==> src/rtl/axi_lite_uart_rx_if.sv <==
// AXI-lite slave bus bundle for axi_lite_uart_rx: the write address, write data,
// write response, read address and read data channels.
interface axi_lite_uart_rx_if #(
  parameter int C_S_AXI_ADDR_WIDTH = 64,
  parameter int C_S_AXI_DATA_WIDTH = 64
);
  logic [C_S_AXI_ADDR_WIDTH-1:0]   awaddr;
  logic                            awvalid;
  logic                            awready;
  logic [C_S_AXI_DATA_WIDTH-1:0]   wdata;
  logic [C_S_AXI_DATA_WIDTH/8-1:0] wstrb;
  logic                            wvalid;
  logic                            wready;
  logic [1:0]                      bresp;
  logic                            bvalid;
  logic                            bready;
  logic [C_S_AXI_ADDR_WIDTH-1:0]   araddr;
  logic                            arvalid;
  logic                            arready;
  logic [C_S_AXI_DATA_WIDTH-1:0]   rdata;
  logic [1:0]                      rresp;
  logic                            rvalid;
  logic                            rready;

  modport master (
    output awaddr, awvalid, wdata, wstrb, wvalid, bready, araddr, arvalid, rready,
    input  awready, wready, bresp, bvalid, arready, rdata, rresp, rvalid
  );

  modport slave (
    input  awaddr, awvalid, wdata, wstrb, wvalid, bready, araddr, arvalid, rready,
    output awready, wready, bresp, bvalid, arready, rdata, rresp, rvalid
  );
endinterface

==> src/rtl/axi_lite_uart_rx.sv <==
// AXI-lite MMIO UART receiver: 8N1 serial input into a small FIFO, polled or read by software.
// Define UART_RX_PARITY_EN for 8E1 framing with a PARITY state and a live PERR sticky bit.
module axi_lite_uart_rx #(
  parameter int C_S_AXI_ADDR_WIDTH = 64,
  parameter int C_S_AXI_DATA_WIDTH = 64,
  parameter int CLK_PER_BIT        = 16,
  parameter int FIFO_DEPTH         = 8
) (
  input  logic                    clk,
  input  logic                    rstn,
  axi_lite_uart_rx_if.slave       s,
  input  logic                    uart_rxd,
  output logic                    irq
);
  localparam int CNT_W = $clog2(CLK_PER_BIT);
  localparam int PTR_W = $clog2(FIFO_DEPTH);
  localparam int DW    = C_S_AXI_DATA_WIDTH;

  localparam logic [2:0] IDLE   = 3'd0;
  localparam logic [2:0] START  = 3'd1;
  localparam logic [2:0] DATA   = 3'd2;
  localparam logic [2:0] STOP   = 3'd3;
`ifdef UART_RX_PARITY_EN
  localparam logic [2:0] PARITY = 3'd4;
  localparam logic [2:0] AFTER_DATA = PARITY;
`else
  localparam logic [2:0] AFTER_DATA = STOP;
`endif

  logic             rxd_meta, rxd_sync, rxd_prev;
  logic [2:0]       state;
  logic [CNT_W-1:0] baud_cnt, tick_at;
  logic             tick;
  logic [2:0]       bit_cnt;
  logic [7:0]       shift;
  logic             stop_wait, par_bad;
  logic             push_req, ferr_set, perr_set, ovr_set, do_push, pop, flush, clr;
  logic [7:0]       mem [FIFO_DEPTH];
  logic [PTR_W-1:0] wr_ptr, rd_ptr;
  logic [PTR_W:0]   count;
  logic             empty, full;
  logic             ie, ovr, ferr, perr, live;
  logic             ar_hs, wr_hs, ctrl_wr;
  logic [DW-1:0]    rd_word;

  // NOTE: every clocked block uses non-blocking assignments so all flops sample pre-edge values.
  always_ff @(posedge clk or negedge rstn) begin
    if (!rstn) begin
      rxd_meta <= 1'b1;
      rxd_sync <= 1'b1;
      rxd_prev <= 1'b1;
    end else begin
      rxd_meta <= uart_rxd;
      rxd_sync <= rxd_meta;
      rxd_prev <= rxd_sync;
    end
  end

  // START waits half a bit to land mid-bit; every later sample is a full bit apart.
  assign tick_at = (state == START) ? CNT_W'(CLK_PER_BIT/2 - 1) : CNT_W'(CLK_PER_BIT - 1);
  assign tick    = (baud_cnt == tick_at);

  always_ff @(posedge clk or negedge rstn) begin
    if (!rstn) begin
      state     <= IDLE;
      baud_cnt  <= '0;
      bit_cnt   <= '0;
      shift     <= '0;
      stop_wait <= 1'b0;
      par_bad   <= 1'b0;
    end else begin
      case (state)
        IDLE: begin
          baud_cnt  <= '0;
          bit_cnt   <= '0;
          stop_wait <= 1'b0;
          par_bad   <= 1'b0;
          if (rxd_prev && !rxd_sync) state <= START;
        end
        START: begin
          if (tick) begin
            baud_cnt <= '0;
            state    <= rxd_sync ? IDLE : DATA;
          end else baud_cnt <= baud_cnt + 1'b1;
        end
        DATA: begin
          if (tick) begin
            baud_cnt <= '0;
            shift    <= {rxd_sync, shift[7:1]};
            bit_cnt  <= bit_cnt + 1'b1;
            if (bit_cnt == 3'd7) state <= AFTER_DATA;
          end else baud_cnt <= baud_cnt + 1'b1;
        end
`ifdef UART_RX_PARITY_EN
        PARITY: begin
          if (tick) begin
            baud_cnt <= '0;
            par_bad  <= ^{shift, rxd_sync};
            state    <= STOP;
          end else baud_cnt <= baud_cnt + 1'b1;
        end
`endif
        STOP: begin
          if (stop_wait) begin
            if (rxd_sync) state <= IDLE;
          end else if (tick) begin
            baud_cnt <= '0;
            if (rxd_sync) state <= IDLE;
            else          stop_wait <= 1'b1;
          end else baud_cnt <= baud_cnt + 1'b1;
        end
        default: state <= IDLE;
      endcase
    end
  end

  assign push_req = (state == STOP) && !stop_wait && tick && rxd_sync && !par_bad;
  assign ferr_set = (state == STOP) && !stop_wait && tick && !rxd_sync;
`ifdef UART_RX_PARITY_EN
  assign perr_set = (state == PARITY) && tick && ^{shift, rxd_sync};
`else
  assign perr_set = 1'b0;
`endif

  // Bus-side decode. live holds the ready outputs low while and just after reset.
  assign s.arready = live && !s.rvalid;
  assign s.awready = live && s.awvalid && s.wvalid && !s.bvalid;
  assign s.wready  = s.awready;
  assign s.bresp   = 2'b00;
  assign s.rresp   = 2'b00;
  assign ar_hs     = s.arvalid && s.arready;
  assign wr_hs     = s.awready;
  assign ctrl_wr   = wr_hs && (s.awaddr[4:3] == 2'd2);
  assign flush     = ctrl_wr && s.wdata[2];
  assign clr       = ctrl_wr && s.wdata[1];

  assign empty   = (count == '0);
  assign full    = (count == (PTR_W+1)'(FIFO_DEPTH));
  assign pop     = ar_hs && (s.araddr[4:3] == 2'd0) && !empty;
  // A pop in the same cycle frees the slot, so a push into a full FIFO still lands.
  assign do_push = push_req && !flush && (!full || pop);
  assign ovr_set = push_req && !flush && full && !pop;

  always_ff @(posedge clk or negedge rstn) begin
    if (!rstn) begin
      wr_ptr <= '0;
      rd_ptr <= '0;
      count  <= '0;
    end else if (flush) begin
      wr_ptr <= '0;
      rd_ptr <= '0;
      count  <= '0;
    end else begin
      if (do_push) wr_ptr <= wr_ptr + 1'b1;
      if (pop)     rd_ptr <= rd_ptr + 1'b1;
      count <= count + (PTR_W+1)'(do_push) - (PTR_W+1)'(pop);
    end
  end

  // NOTE: FIFO storage has no reset; count and pointers alone define which entries are valid.
  always_ff @(posedge clk) begin
    if (do_push) mem[wr_ptr] <= shift;
  end

  always_ff @(posedge clk or negedge rstn) begin
    if (!rstn) begin
      live <= 1'b0;
      ie   <= 1'b0;
      ovr  <= 1'b0;
      ferr <= 1'b0;
      perr <= 1'b0;
      irq  <= 1'b0;
    end else begin
      live <= 1'b1;
      if (ctrl_wr) ie <= s.wdata[0];
      if (clr) begin
        ovr  <= 1'b0;
        ferr <= 1'b0;
        perr <= 1'b0;
      end
      if (ovr_set)  ovr  <= 1'b1;
      if (ferr_set) ferr <= 1'b1;
      if (perr_set) perr <= 1'b1;
      irq <= ie && !empty;
    end
  end

  // NOTE: rd_word gets a full default first so no path through the case infers a latch.
  always_comb begin
    rd_word = '0;
    case (s.araddr[4:3])
      2'd0: begin
        if (empty) rd_word[DW-1] = 1'b1;
        else       rd_word[7:0]  = mem[rd_ptr];
      end
      2'd1: begin
        rd_word[4:0]  = {perr, ferr, ovr, full, !empty};
        rd_word[12:8] = 5'(count);
      end
      2'd2:    rd_word[0] = ie;
      default: rd_word    = '0;
    endcase
  end

  always_ff @(posedge clk or negedge rstn) begin
    if (!rstn) begin
      s.rvalid <= 1'b0;
      s.rdata  <= '0;
      s.bvalid <= 1'b0;
    end else begin
      if (ar_hs) begin
        s.rvalid <= 1'b1;
        s.rdata  <= rd_word;
      end else if (s.rready) begin
        s.rvalid <= 1'b0;
      end
      if (wr_hs)         s.bvalid <= 1'b1;
      else if (s.bready) s.bvalid <= 1'b0;
    end
  end

  logic unused_bits;
  assign unused_bits = ^{s.wstrb, s.wdata[DW-1:3], s.awaddr[C_S_AXI_ADDR_WIDTH-1:5],
                         s.awaddr[2:0], s.araddr[C_S_AXI_ADDR_WIDTH-1:5], s.araddr[2:0]};
endmodule

==> src/flat_wrapper.sv <==
// flat-port wrapper written by rule: the top's interface ports become plain ports
module axi_lite_uart_rx_flat 
#(
  parameter int C_S_AXI_ADDR_WIDTH = 64,
  parameter int C_S_AXI_DATA_WIDTH = 64,
  parameter int CLK_PER_BIT        = 16,
  parameter int FIFO_DEPTH         = 8
)
  (clk, rstn, uart_rxd, irq, s_awaddr, s_awvalid, s_wdata, s_wstrb, s_wvalid, s_bready, s_araddr, s_arvalid, s_rready, s_awready, s_wready, s_bresp, s_bvalid, s_arready, s_rdata, s_rresp, s_rvalid);
  axi_lite_uart_rx_if #(.C_S_AXI_ADDR_WIDTH(C_S_AXI_ADDR_WIDTH), .C_S_AXI_DATA_WIDTH(C_S_AXI_DATA_WIDTH)) s_i ();
  input  logic clk;
  input  logic rstn;
  input  logic uart_rxd;
  output logic irq;
  input wire logic [$bits(s_i.awaddr)-1:0] s_awaddr;
  input wire logic [$bits(s_i.awvalid)-1:0] s_awvalid;
  input wire logic [$bits(s_i.wdata)-1:0] s_wdata;
  input wire logic [$bits(s_i.wstrb)-1:0] s_wstrb;
  input wire logic [$bits(s_i.wvalid)-1:0] s_wvalid;
  input wire logic [$bits(s_i.bready)-1:0] s_bready;
  input wire logic [$bits(s_i.araddr)-1:0] s_araddr;
  input wire logic [$bits(s_i.arvalid)-1:0] s_arvalid;
  input wire logic [$bits(s_i.rready)-1:0] s_rready;
  output wire logic [$bits(s_i.awready)-1:0] s_awready;
  output wire logic [$bits(s_i.wready)-1:0] s_wready;
  output wire logic [$bits(s_i.bresp)-1:0] s_bresp;
  output wire logic [$bits(s_i.bvalid)-1:0] s_bvalid;
  output wire logic [$bits(s_i.arready)-1:0] s_arready;
  output wire logic [$bits(s_i.rdata)-1:0] s_rdata;
  output wire logic [$bits(s_i.rresp)-1:0] s_rresp;
  output wire logic [$bits(s_i.rvalid)-1:0] s_rvalid;
  assign s_i.awaddr = s_awaddr;
  assign s_i.awvalid = s_awvalid;
  assign s_i.wdata = s_wdata;
  assign s_i.wstrb = s_wstrb;
  assign s_i.wvalid = s_wvalid;
  assign s_i.bready = s_bready;
  assign s_i.araddr = s_araddr;
  assign s_i.arvalid = s_arvalid;
  assign s_i.rready = s_rready;
  assign s_awready = s_i.awready;
  assign s_wready = s_i.wready;
  assign s_bresp = s_i.bresp;
  assign s_bvalid = s_i.bvalid;
  assign s_arready = s_i.arready;
  assign s_rdata = s_i.rdata;
  assign s_rresp = s_i.rresp;
  assign s_rvalid = s_i.rvalid;
  axi_lite_uart_rx #(.C_S_AXI_ADDR_WIDTH(C_S_AXI_ADDR_WIDTH), .C_S_AXI_DATA_WIDTH(C_S_AXI_DATA_WIDTH), .CLK_PER_BIT(CLK_PER_BIT), .FIFO_DEPTH(FIFO_DEPTH)) u_core (.clk(clk), .rstn(rstn), .s(s_i), .uart_rxd(uart_rxd), .irq(irq));
endmodule
==> config.mk <==
export PLATFORM = sky130hd
export DESIGN_NAME = axi_lite_uart_rx_flat
export DESIGN_NICKNAME = d
export VERILOG_FILES = /design/src/rtl/axi_lite_uart_rx_if.sv /design/src/rtl/axi_lite_uart_rx.sv /design/src/flat_wrapper.sv
export SDC_FILE = /design/constraint.sdc
export NUM_CORES = 1
export LEC_CHECK = 0
export CORE_MARGIN = 1.5
export CORE_UTILIZATION = 43
export CTS_CLUSTER_SIZE = 40
export DETAILED_ROUTE_END_ITERATION = 8
export GPL_ROUTABILITY_DRIVEN = 0
export PLACE_DENSITY = 0.87
export SLEW_MARGIN = 0
export SYNTH_ARGS = -nofsm -noshare
export SYNTH_HDL_FRONTEND = slang
export SYNTH_SLANG_ARGS = --single-unit
==> constraint.sdc <==
create_clock -name clk -period 5.7 [get_ports clk]
set_clock_uncertainty 0.2 [all_clocks]
set_input_delay 0.57 -clock clk [delete_from_list [all_inputs] [get_ports clk]]
set_output_delay 0.57 -clock clk [all_outputs]
set_load 0.01 [all_outputs]
==> results.py <==
metrics = {
    "drt": {
        "dr_total_vias": 3034,
        "drtIter0Drc": 155,
        "firstDrtPassIters": 4,
        "wl_per_cell_um": 16.9,
        "routed_wl_mm": 9.92,
        "drc_errors": 0,
        "viasPerCell": 5.18,
        "postRouteAntennaNets": 0,
    },
    "worst_setup_path": {
        "rr_endpoint": "u_core.count[1]",
        "setup.worst_path.class": "in2reg",
        "critical_path.endpoint": "u_core.count[3]",
        "timing.rr.start": "u_core.state[1]",
        "reg2reg_setup_slack_ns": 2.66,
        "end_kind": "flip-flop",
        "arrival_ns": 3.23,
        "start_kind": "input pin",
        "required_ns": 5.78,
        "critPathLaunch": "s_arvalid",
        "worst-r2r-cell-count": 9,
        "path_max_fanout": 12,
    },
    "die": {
        "io_pins": 282,
        "die_x_um": 114,
        "core_area_um2": 12000,
        "die_h_um": 114,
        "die_area_um2": 13000,
        "start_util_pct": 44.3,
        "rows": 40,
    },
    "power_and_ir_drop": {
        "total_power_mw": 2.62,
        "p_leak_nw": 2.62,
        "peakVddDrop_mv": 0.235,
        "power_density_nw_per_um2": 422,
    },
    "sta": {
        "slew_viol_final": 0,
        "worst_slack_ns": 2.54,
        "max-slew-margin-rel_pct": 29.1,
        "rsz0062_at_grt": "false",
        "hold_viol_final": 0,
        "timing.final.setup_violations": 0,
        "period_needed_ns": 3.16,
        "max_freq_mhz": 317,
        "tns_ns": 0,
        "fin_crit_sh_pct": 55.4,
        "tightest_slew_ns": 1.06,
    },
    "grt": {
        "grt_max_degree": 52,
        "grt_first_pass_wirelength_mm": 16.0,
        "grt_pass1_vias": 3080,
        "grt.overflow.total": 0,
        "grt_use_total_pct": 16.9,
        "antenna_found_initial": 0,
    },
    "clock_network": {
        "post-cts-setup-buffers": 0,
        "htree_levels": 4,
        "clockBufferDepth": 2,
        "insertion_delay_ns": 0.41,
        "clk_pin_slew_ns": 0.05,
        "clock-sinks": 115,
        "cts-hold-fix-buffers": 0,
        "cts_tree": "done",
        "cts_resized": 0,
        "cts-root-buf": "clkbuf_16",
        "cts_made_buffers": 17,
    },
    "logic_synthesis": {
        "yosys_register_bits": 115,
        "syn_area_um2": 5320,
        "syn_inst": 382,
        "yosys.cell_types.count": 52,
        "synth-seq-area-share_pct": 60.2,
        "synth-edff-count": 64,
        "synth.top_cell.area_share_pct": 36.1,
        "yosys.area_share.adder_pct": 3.67,
        "async_flop_share_pct": 44.3,
        "netlist_top_cells_area": "edfxtp_1, dfrtp_1, buf_4",
        "synth_xor_area_share_pct": 0.988,
        "synth-simple-area-share_pct": 8.52,
        "synth_top_flop_cell": "edfxtp_1",
        "synthMuxAreaShare_pct": 11.4,
        "synth_area_leader_cell": "edfxtp_1",
        "synth-compound-area-share_pct": 4.87,
        "synth_top_family_by_area": "multiplexers",
        "synth.avg_cell_area_um2": 13.9,
        "ys_warn_count": 0,
    },
    "finish": {
        "seq_area_um2": 3200,
        "fin_util_pct": 51.7,
        "syn2layout_area_growth_pct": 16.8,
        "layout-drive-gt1-share_pct": 16.6,
        "multi_input_area_um2": 1780,
        "n_antenna_cell": 0,
        "fin_nets": 649,
        "fillerInstances": 981,
    },
    "flow_run": {
        "maxCapViolations": 0,
    },
    "placement": {
        "detailedPlace.worstSlack_ns": 2.17,
        "port_buffers": 33,
        "dp_hpwl_mm": 6.57,
    },
    "min_path": {
        "worstHoldPathType": "in2async",
    },
    "outcome": {
        "status": "completed",
    },
}
[worst min-delay path by stage]
stage | from | endpoint | cells after the start | slack, ns
floorplan | rstn | u_core.baud_cnt[0] | 0 | 0.07
global placement | u_core.rxd_meta | u_core.rxd_sync | 0 | 0.15
detailed placement | u_core.rxd_meta | u_core.rxd_sync | 0 | 0.15
CTS | rstn | u_core.state[0] | 2 | 0.09
global route | rstn | u_core.shift[2] | 2 | 0.14
finish | rstn | u_core.shift[5] | 2 | 0.07
[placed cells by master, fill, tap and decap left out, drive strengths merged, types with 2 or more instances in the layout]
| master | n |
|---|---|
| a21oi | 6 |
| a22o | 4 |
| and2 | 7 |
| and3b | 2 |
| buf | 9 |
| bufinv | 4 |
| clkbuf | 20 |
| clkdlybuf4s50 | 32 |
| clkinv | 6 |
| clkinvlp | 2 |
| conb | 56 |
| dfrtp | 48 |
| dfstp | 3 |
| edfxtp | 64 |
| ha | 14 |
| inv | 15 |
| mux2 | 12 |
| mux2i | 11 |
| mux4 | 16 |
| nand2 | 25 |
| nand2b | 2 |
| nand3 | 6 |
| nand4 | 2 |
| nor2 | 12 |
| nor2b | 4 |
| nor3 | 6 |
| nor3b | 2 |
| nor4 | 4 |
| nor4b | 3 |
| o211ai | 2 |
| o21ai | 14 |
| o22ai | 3 |
| or3 | 2 |
| xnor2 | 3 |
| xor2 | 3 |
[metal layers]
layer	share of wire (%)	track usage, %	wire length [um]
met1	38	18.4	3770
met2	52	29.2	5190
met3	6.9	5.51	687
met4	2.7	9.42	267
met5	0	0	0
[flip-flops by register name, summed over array words and instances (netlist names), 2 cells and up]
signal and flops:
u_core.rd_ptr 3, u_core.baud_cnt 4, u_core.bit_cnt 3, u_core.s.rdata 13
u_core.count 4, u_core.wr_ptr 3, u_core.shift 8, u_core.mem 64
u_core.state 2
[final cells by class]
| type | count | share of cell area (%) |
|---|---|---|
| Tap cell | 147 | 2.96 |
| Timing Repair Buffer | 41 | 6.20 |
| Sequential cell | 115 | 51.6 |
| Clock buffer | 20 | 7.19 |
| Clock inverter | 12 | 2.60 |
| Inverter | 15 | 0.907 |
| Multi-Input combinational cell | 236 | 28.6 |
[logic make-up (layout without fill, tap and decap cells)]
logic type / count (synthesis) / in the layout
AO/OA/AOI/OAI: 39 / 39
XOR/XNOR: 6 / 6
adder cells (fa/ha/maj): 15 / 15
buffers and inverters: 85 / 88
flip-flops: 115 / 115
multiplexers: 39 / 39
other: 2 / 56
AND/OR/NAND/NOR: 81 / 81
[report_power, final]
part           internal [mW]  switching (mW)  leakage, nW
combinational          0.254           0.217         1.02
sequential             0.943           0.125         1.30
clock                  0.734           0.346        0.292
total                   1.93           0.687         2.62
[synthesized netlist by cell type (6+ instances only)]
library cell / number
buf_4: 56
nor2_1: 12
ha_1: 14
and2_1: 7
o21ai_0: 14
mux2_2: 12
mux4_2: 16
dfrtp_1: 48
nand2_1: 25
inv_1: 14
a21oi_1: 6
mux2i_1: 11
clkbuf_1: 8
edfxtp_1: 64
nand3_1: 6
nor3_1: 6
[stage by stage]
step / hold slack [ns] / area (um2) / instances
after floorplan: 0.0744 / 5520 / 436
after global placement: 0.146 / 5600 / 554
after detailed placement: 0.147 / 5600 / 554
after CTS: 0.0937 / 6210 / 586
after global routing: 0.138 / 6210 / 586
final: 0.0715 / 6210 / 586
[critical path, stage by stage]
cell             delay, ns
clkdlybuf4s50_1       0.52
and3b_1               0.41
nand3_1               0.44
or2_2                 0.46
ha_1                  0.29
a21o_1                0.16
a21oi_1               0.17
xnor2_1               0.14
nor2_1                0.07
Power figures use the tool's default switching activity.
